==> config.mk <==
export PLATFORM = sky130hd
export DESIGN_NAME = ob_cmd_issuer
export DESIGN_NICKNAME = d
export VERILOG_FILES = /design/src/rtl/ob_cmd_issuer.sv
export SDC_FILE = /design/constraint.sdc
export NUM_CORES = 1
export LEC_CHECK = 0
export BUFFER_PORTS_ARGS = -buffer_cell sky130_fd_sc_hd__buf_2
export CAP_MARGIN = 0
export CORE_MARGIN = 3
export CORE_UTILIZATION = 65
export CTS_BUF_LIST = sky130_fd_sc_hd__clkbuf_2 sky130_fd_sc_hd__clkbuf_4 sky130_fd_sc_hd__clkbuf_8
export CTS_CLUSTER_DIAMETER = 50
export DETAILED_ROUTE_END_ITERATION = 7
export PLACE_DENSITY = 0.82
export SLEW_MARGIN = 20
export SYNTH_ARGS = -nofsm -noshare
export SYNTH_HDL_FRONTEND = slang
export SYNTH_SLANG_ARGS = --single-unit
==> constraint.sdc <==
create_clock -name clk -period 20.6 [get_ports clk]
set_input_delay 1.03 -clock clk [delete_from_list [all_inputs] [get_ports clk]]
set_output_delay 1.03 -clock clk [all_outputs]
set_load 0.03 [all_outputs]
==> src/rtl/ob_cmd_issuer.sv <==
// Host-side order-book command issuer: stamps client requests with uids, tracks them
// in order, matches responses against the oldest entry and reports completions.
module ob_cmd_issuer #(
    parameter int unsigned MAX_OUTSTANDING = 8,
    parameter int unsigned LAT_W           = 16,
    parameter logic [31:0] UID_INIT        = 32'h0000_0001
) (
    input  logic                               clk,
    input  logic                               arst_n,
    input  logic                               req_vld,
    input  logic [2:0]                         req_opcode,
    output logic                               req_rdy,
    output logic                               cmd_vld,
    output logic [31:0]                        cmd_uid,
    output logic [2:0]                         cmd_opcode,
    input  logic                               cmd_accept,
    input  logic                               rsp_vld,
    input  logic [31:0]                        rsp_uid,
    input  logic [2:0]                         rsp_status,
    output logic                               cpl_vld,
    output logic [31:0]                        cpl_uid,
    output logic [2:0]                         cpl_status,
    output logic [LAT_W-1:0]                   cpl_latency,
    output logic [$clog2(MAX_OUTSTANDING):0]   outstanding,
    input  logic                               drain_req,
    output logic                               drain_done,
    input  logic                               clr_err,
    output logic                               err_bad_opcode,
    output logic                               err_uid_mismatch,
    output logic                               err_unexpected_rsp
);

    localparam int unsigned AW = $clog2(MAX_OUTSTANDING);
    localparam int unsigned CW = AW + 1;

    typedef enum logic [1:0] {ST_RUN, ST_DRAIN, ST_DONE} state_t;

    typedef struct packed {
        logic [31:0]      uid;
        logic [LAT_W-1:0] ts;
    } trk_t;

    state_t           r_state;
    state_t           w_state_nxt;
    logic [LAT_W-1:0] r_cyc;
    logic [31:0]      r_uid;
    trk_t             r_fifo [MAX_OUTSTANDING];
    logic [AW-1:0]    r_wptr;
    logic [AW-1:0]    r_rptr;
    logic [CW-1:0]    r_cnt;

    trk_t w_head;
    logic w_req_rdy;
    logic w_acc;
    logic w_push;
    logic w_bad;
    logic w_pop;
    logic w_match;
    logic w_mismatch;
    logic w_unexp;

    // Acceptance and FIFO handshake decode; full is judged on the pre-pop count.
    always_comb begin
        w_head     = r_fifo[r_rptr];
        w_req_rdy  = (r_state == ST_RUN) & (~cmd_vld | cmd_accept) &
                     (r_cnt < CW'(MAX_OUTSTANDING));
        w_acc      = req_vld & w_req_rdy;
        w_push     = w_acc & (req_opcode inside {3'd1, 3'd2, 3'd3});
        w_bad      = w_acc & req_opcode[2];
        w_pop      = rsp_vld & (r_cnt != '0);
        w_match    = w_pop & (rsp_uid == w_head.uid);
        w_mismatch = w_pop & ~w_match;
        w_unexp    = rsp_vld & (r_cnt == '0);
    end

    assign req_rdy     = w_req_rdy;
    assign outstanding = r_cnt;

    always_comb begin
        w_state_nxt = r_state;
        unique case (r_state)
            ST_RUN:   if (drain_req) w_state_nxt = ST_DRAIN;
            ST_DRAIN: begin
                if (!drain_req)                         w_state_nxt = ST_RUN;
                else if ((r_cnt == '0) && !cmd_vld)     w_state_nxt = ST_DONE;
            end
            ST_DONE:  if (!drain_req) w_state_nxt = ST_RUN;
            default:  w_state_nxt = ST_RUN;
        endcase
    end

    // Tracking storage needs no reset: occupancy is governed by the pointers.
    always_ff @(posedge clk) begin
        if (w_push) r_fifo[r_wptr] <= '{uid: r_uid, ts: r_cyc};
    end

    always_ff @(posedge clk or negedge arst_n) begin
        if (!arst_n) begin
            r_state            <= ST_RUN;
            r_cyc              <= '0;
            r_uid              <= UID_INIT;
            r_wptr             <= '0;
            r_rptr             <= '0;
            r_cnt              <= '0;
            cmd_vld            <= 1'b0;
            cmd_uid            <= '0;
            cmd_opcode         <= '0;
            cpl_vld            <= 1'b0;
            cpl_uid            <= '0;
            cpl_status         <= '0;
            cpl_latency        <= '0;
            drain_done         <= 1'b0;
            err_bad_opcode     <= 1'b0;
            err_uid_mismatch   <= 1'b0;
            err_unexpected_rsp <= 1'b0;
        end else begin
            r_state    <= w_state_nxt;
            drain_done <= (w_state_nxt == ST_DONE);
            r_cyc      <= r_cyc + LAT_W'(1);
            r_cnt      <= r_cnt + CW'(w_push) - CW'(w_pop);

            if (w_push) begin
                cmd_vld    <= 1'b1;
                cmd_uid    <= r_uid;
                cmd_opcode <= req_opcode;
                r_uid      <= r_uid + 32'd1;
                r_wptr     <= r_wptr + AW'(1);
            end else if (cmd_accept) begin
                cmd_vld <= 1'b0;
            end

            cpl_vld <= w_match;
            if (w_pop) begin
                r_rptr      <= r_rptr + AW'(1);
                cpl_uid     <= w_head.uid;
                cpl_status  <= rsp_status;
                cpl_latency <= r_cyc - w_head.ts;
            end

            // A new error event outranks a simultaneous clear.
            err_bad_opcode     <= (err_bad_opcode     & ~clr_err) | w_bad;
            err_uid_mismatch   <= (err_uid_mismatch   & ~clr_err) | w_mismatch;
            err_unexpected_rsp <= (err_unexpected_rsp & ~clr_err) | w_unexp;
        end
    end

endmodule

# [Word-level counts from Yosys, hierarchy flattened]
# Memory sizes are Yosys's and may differ from the RTL's.
# Cells that the tools add are included.
[word_totals] memories=1 in_bits=45 regBits=152 word_cells=68 output_inout_bits=97 ramBits=384
[classes] magnitude_cmp=1 n_addsub=7 bitwise_logic=19 mux=9 n_reduce_logical=7 eq_ne=7
[memory_table] name="r_fifo" depth=8 word_bits=48 rd=1 rd_clocked_by_memory_dff=0 wr=1 line_no="47" text="trk_t r_fifo [MAX_OUTSTANDING];"
[op_table] cell="$add A32 B1 Y32 const B" count=1
[op_table] cell="$eq A32 B32 Y1" count=1
[op_table] cell="$add A16 B1 Y16 const B" count=1
[op_table] cell="$sub A16 B16 Y16" count=1
[op_table] cell="$and A1 B1 Y1" count=12
[op_table] cell="$mux W2" count=4
[op_table] cell="$add A3 B1 Y3 const B" count=2
[op_table] cell="$eq A3 B2 Y1 const B" count=2
[op_table] cell="$pmux W2 S3" count=1
[op_table] cell="$add A4 B1 Y4" count=1
[op_table] cell="$eq A2 B2 Y1 const B" count=2
[op_table] cell="$logic_not A4 Y1" count=1
[op_table] cell="$lt A4 B4 Y1 const B" count=1
[op_table] cell="$mux W1" count=4
[op_table] cell="$or A1 B1 Y1" count=4
[op_table] cell="$reduce_bool A4 Y1" count=1
[op_table] cell="$sub A4 B1 Y4" count=1
[op_table] cell="$eq A3 B1 Y1 const B" count=1
[op_table] cell="$not A1 Y1" count=3
[op_table] cell="$reduce_bool A3 Y1" count=1
[op_table] cell="$eq A2 B1 Y1 const B" count=1
[op_table] cell="$logic_not A2 Y1" count=1
[op_table] cell="$reduce_bool A2 Y1" count=1
[op_table] cell="$logic_and A1 B1 Y1" count=1
[op_table] cell="$logic_not A1 Y1" count=1

# [Longest topological paths before layout]
[logic_depth] depth_word=8 ltp_mapped=17 mapped_depth_nobuf=13

# [Worst setup path after synthesis]
# OpenSTA, ideal clock, no wires.
[synth_path] path_type="input port to flip-flop" start="input cmd_accept" end="memory r_fifo[2][0] (netlist bit), enable pin" arrival_ns=6.739 setup_time_ns=0.590 stages=5 setup_slack_ns=13.272 cell_sequence="nand2b_1 nand4_1 nor3_2 inv_2 nor4b_1"
[synth_between] elab_chain_len=7
[synth_rtl] item="from (decl)" line_no="16" text="input logic cmd_accept,"
[synth_rtl] item="$or A1 B1 Y1" line_no="65" text="w_req_rdy = (r_state == ST_RUN) & (~cmd_vld | cmd_accept) &"
[synth_rtl] item="$and A1 B1 Y1 (2 in series)" line_no="65"
[synth_rtl] item="$and A1 B1 Y1" line_no="67" text="w_acc = req_vld & w_req_rdy;"
[synth_rtl] item="$and A1 B1 Y1" line_no="68" text="w_push = w_acc & (req_opcode inside {3'd1, 3'd2, 3'd3});"
[synth_rtl] item="$mux W1" line_no="94" text="if (w_push) r_fifo[r_wptr] <= '{uid: r_uid, ts: r_cyc};"
[synth_rtl] item="$mux W1 (implied by the code)" line_no="94"
[synth_rtl] item="to (decl)" line_no="47"
# No other way between the ends.

# [Final worst setup path]
[layout_path] start="register r_rptr[1]" end="register cpl_latency[14]"
[layout_between] elab_chain_len=2
[layout_rtl] item="from (decl)" line_no="49" text="logic [AW-1:0] r_rptr;"
[layout_rtl] item="from (signal assigned)" line_no="134" text="r_rptr <= r_rptr + AW'(1);"
[layout_rtl] item="$mem_v2 Z8 W48"
[layout_rtl] item="$sub A16 B16 Y16" line_no="137" text="cpl_latency <= r_cyc - w_head.ts;"
[layout_rtl] item="to (signal assigned)" line_no="137"
[layout_rtl] item="to (decl)" line_no="23" text="output logic [LAT_W-1:0] cpl_latency,"
# No other way between the ends.
# A chain may end at the register's enable or synchronous reset.

==> flow_summary.json <==
{
  "drive_above_1_share": 0.261,
  "design.die.area_mm2": 0.0353,
  "power.leakage_nw": 9.30,
  "clock_sinks": 536,
  "worstSkewPairLatency_ps": 610,
  "layout.cells.non_filler": 1998,
  "timing.setup.tns_ps": 0,
  "run_status": "finished, final reports clean",
  "synth_sequential_area_ratio": 0.713,
  "synth_area_per_cell_um2": 16.5,
  "number_of_enable_type_register_cells_in_the_synthesized_netlist": 384,
  "cts-root-to-sink-buffers": 3,
  "die_boundary_width_um": 188,
  "synth.cells.most_frequent": "sky130_fd_sc_hd__edfxtp_1, sky130_fd_sc_hd__nand2_1, sky130_fd_sc_hd__dfrtp_1",
  "route.detailed.wl_per_inst_um": 23.1,
  "numPortBuffers": 141,
  "cts_inserted_buffers": 81,
  "stdcell_area_mm2": 0.0244,
  "worst_hold_slack_ps": 471,
  "crit_required_ps": 21100,
  "min_period_ps": 4280,
  "setup-violations-final": 0,
  "worstMarginPinSlew_ps": 993,
  "maximum_vdd_drop_v": 0.0000884,
  "detailedRoute.firstIterationViolations": 1166,
  "grt_setup_unrepaired": "false",
  "global_route.overflow_total": 0,
  "hold_path_class": "reg2reg",
  "async_flop_share": 0.284,
  "cts_setup_buffers": 0,
  "cell_taking_the_most_area_after_synthesis": "sky130_fd_sc_hd__edfxtp_1",
  "max-cap-violations": 0,
  "critPathLaunchType": "flip-flop",
  "synth.net_count": 1378,
  "pwr_density_cell_mw_per_mm2": 127,
  "synth.lib_cells_used.distinct": 58,
  "area_delta_synth_final_pct": 13.5,
  "nets": 1566,
  "max_freq_ghz": 0.234,
  "viasPerCell": 6.08,
  "antenna_violating_nets_post_route": 0,
  "hold_violations": 0,
  "syn-instance-count": 1306,
  "slew_headroom": 0.336,
  "synth.top_cell.area_share": 0.536,
  "remaining_drc_errors": 0,
  "totalWireLength_um": 46100,
  "clk_transition_reported_paths_ps": 60,
  "clock-skew-final_ps": 22.8,
  "initial_utilization": 0.671,
  "cp_data_arrival_time_ps": 4780,
  "grtUsageTotal": 0.266,
  "cts_repair_resize_count": 0,
  "first_pass_grt_wire_length_um": 71600,
  "initial_antenna_violation_count": 0,
  "worstPathMaxFanout": 48,
  "most_area_consuming_cells_after_synthesis": "sky130_fd_sc_hd__edfxtp_1, sky130_fd_sc_hd__dfrtp_1, sky130_fd_sc_hd__mux4_2",
  "ys_seq_elements": 536,
  "postPlaceCellArea_mm2": 0.0227,
  "crit_path_end_kind": "flip-flop",
  "vias": 12100,
  "synthFlopType": "sky130_fd_sc_hd__edfxtp_1",
  "height_of_the_die_um": 188,
  "tritonroute_pass_1_iters": 5,
  "place_inst": 1846,
  "synthesis.area_mm2": 0.0215,
  "post_cts_hold_buffer_count": 0,
  "htreeDepth": 3,
  "clock_tree_from_tritoncts": "built",
  "drv_slew": 0,
  "yosys.cell_count.top_type": "sky130_fd_sc_hd__edfxtp_1",
  "floorplan.rows": 65,
  "core_area_mm2": 0.0320,
  "floorplan.io_pins": 142,
  "antenna_cells": 0,
  "grt_max_degree": 94,
  "finalCoreUtilization": 0.761,
  "yosys_warnings": 0,
  "place_congestion": 0.827,
  "min_period_over_period": 0.208,
  "timing_worst_setup_path_type": "reg2reg",
  "via_count_of_the_first_global_routing_pass": 12600,
  "place.detailed.hpwl_um": 26900,
  "ctsRootBufferMaster": "sky130_fd_sc_hd__clkbuf_8"
}
report_power, final:
| group | internal, mW | switching [mW] |
|---|---|---|
| clock | 0.505 | 0.397 |
| sequential | 1.24 | 0.110 |
| combinational | 0.338 | 0.499 |
| total | 2.08 | 1.01 |
kinds of logic after synthesis:
kind of cell	count (synthesis)	share of synthesized area
AND/OR/NAND/NOR	303	0.0641
flip-flops	536	0.713
multiplexers	175	0.120
XOR/XNOR	94	0.0383
adder cells (fa/ha/maj)	27	0.0164
AO/OA/AOI/OAI	102	0.0319
buffers and inverters	69	0.0155
layer usage:
layer,wire length [um],vias up,track usage
met5,0,-,0
met4,1330,0,0.0973
met3,4170,100,0.0623
met2,22400,606,0.423
met1,18200,6120,0.367
li1,-,5318,-
through the flow:
stage	setup WS [ps]	power, mW
2_1_floorplan	13270	1.97
3_5_place_dp	16300	2.21
4_1_cts	16280	3.11
6_report	16330	3.09
5_1_grt	16010	3.23
3_3_place_gp	16430	2.18
state kept, by name (all words and copies together), names as in the netlist:
register	count
cpl_status	3
r_fifo	384
err_bad_opcode	1
r_uid	32
cpl_uid	32
r_rptr	3
outstanding	4
err_uid_mismatch	1
cmd_uid	32
cpl_latency	16
cpl_vld	1
r_state	2
drain_done	1
r_cyc	16
cmd_opcode	3
r_wptr	3
err_unexpected_rsp	1
cmd_vld	1
cell type report:
class / count / area, um2
inverters: 18 / 67.6
well taps: 435 / 544
clock buffers: 126 / 1540
multi-input cells: 701 / 5890
clock inverters: 26 / 188
fillers: 1861 / 7650
repair buffers: 156 / 825
flip-flops and latches: 536 / 15300
layout by cell type, fill, tap and decap left out, drive strengths merged, types with 26 or more instances in the layout:
| cell | netlist | final |
|---|---|---|
| buf | 32 | 156 |
| clkbuf | 19 | 126 |
| dfrtp | 151 | 151 |
| edfxtp | 384 | 384 |
| mux2i | 88 | 88 |
| mux4 | 63 | 63 |
| nand2 | 184 | 184 |
| nor2 | 26 | 26 |
| o21ai | 39 | 39 |
| xnor2 | 66 | 66 |
| xor2 | 28 | 28 |
worst max-delay path, stage by stage (launching register included):
cell,delay (ps)
sky130_fd_sc_hd__dfrtp_4,940
sky130_fd_sc_hd__buf_4,720
sky130_fd_sc_hd__mux4_2,400
sky130_fd_sc_hd__mux2i_1,160
sky130_fd_sc_hd__ha_1,290
sky130_fd_sc_hd__nor2_1,140
sky130_fd_sc_hd__and3b_1,220
sky130_fd_sc_hd__o41a_1,380
sky130_fd_sc_hd__a41oi_1,290
sky130_fd_sc_hd__a2111oi_0,190
sky130_fd_sc_hd__o21a_1,210
sky130_fd_sc_hd__o31ai_1,230
final timing paths:
| path | start | end | slack, ps | cells after the start |
|---|---|---|---|---|
| worst max-delay path | r_rptr[1] | cpl_latency[14] | 16330 | 11 |
| worst min-delay path | cpl_uid[15] | cpl_uid[15] | 470 | 2 |
| worst max register to register | r_rptr[1] | cpl_latency[14] | 16330 | 11 |
| worst min register to register | cpl_uid[15] | cpl_uid[15] | 470 | 2 |
| max in group asynchronous | arst_n | cpl_latency[12] | 18750 | 2 |
| min in group asynchronous | arst_n | cmd_uid[2] | 490 | 1 |
Note: power is estimated with default switching activity, not from simulation.
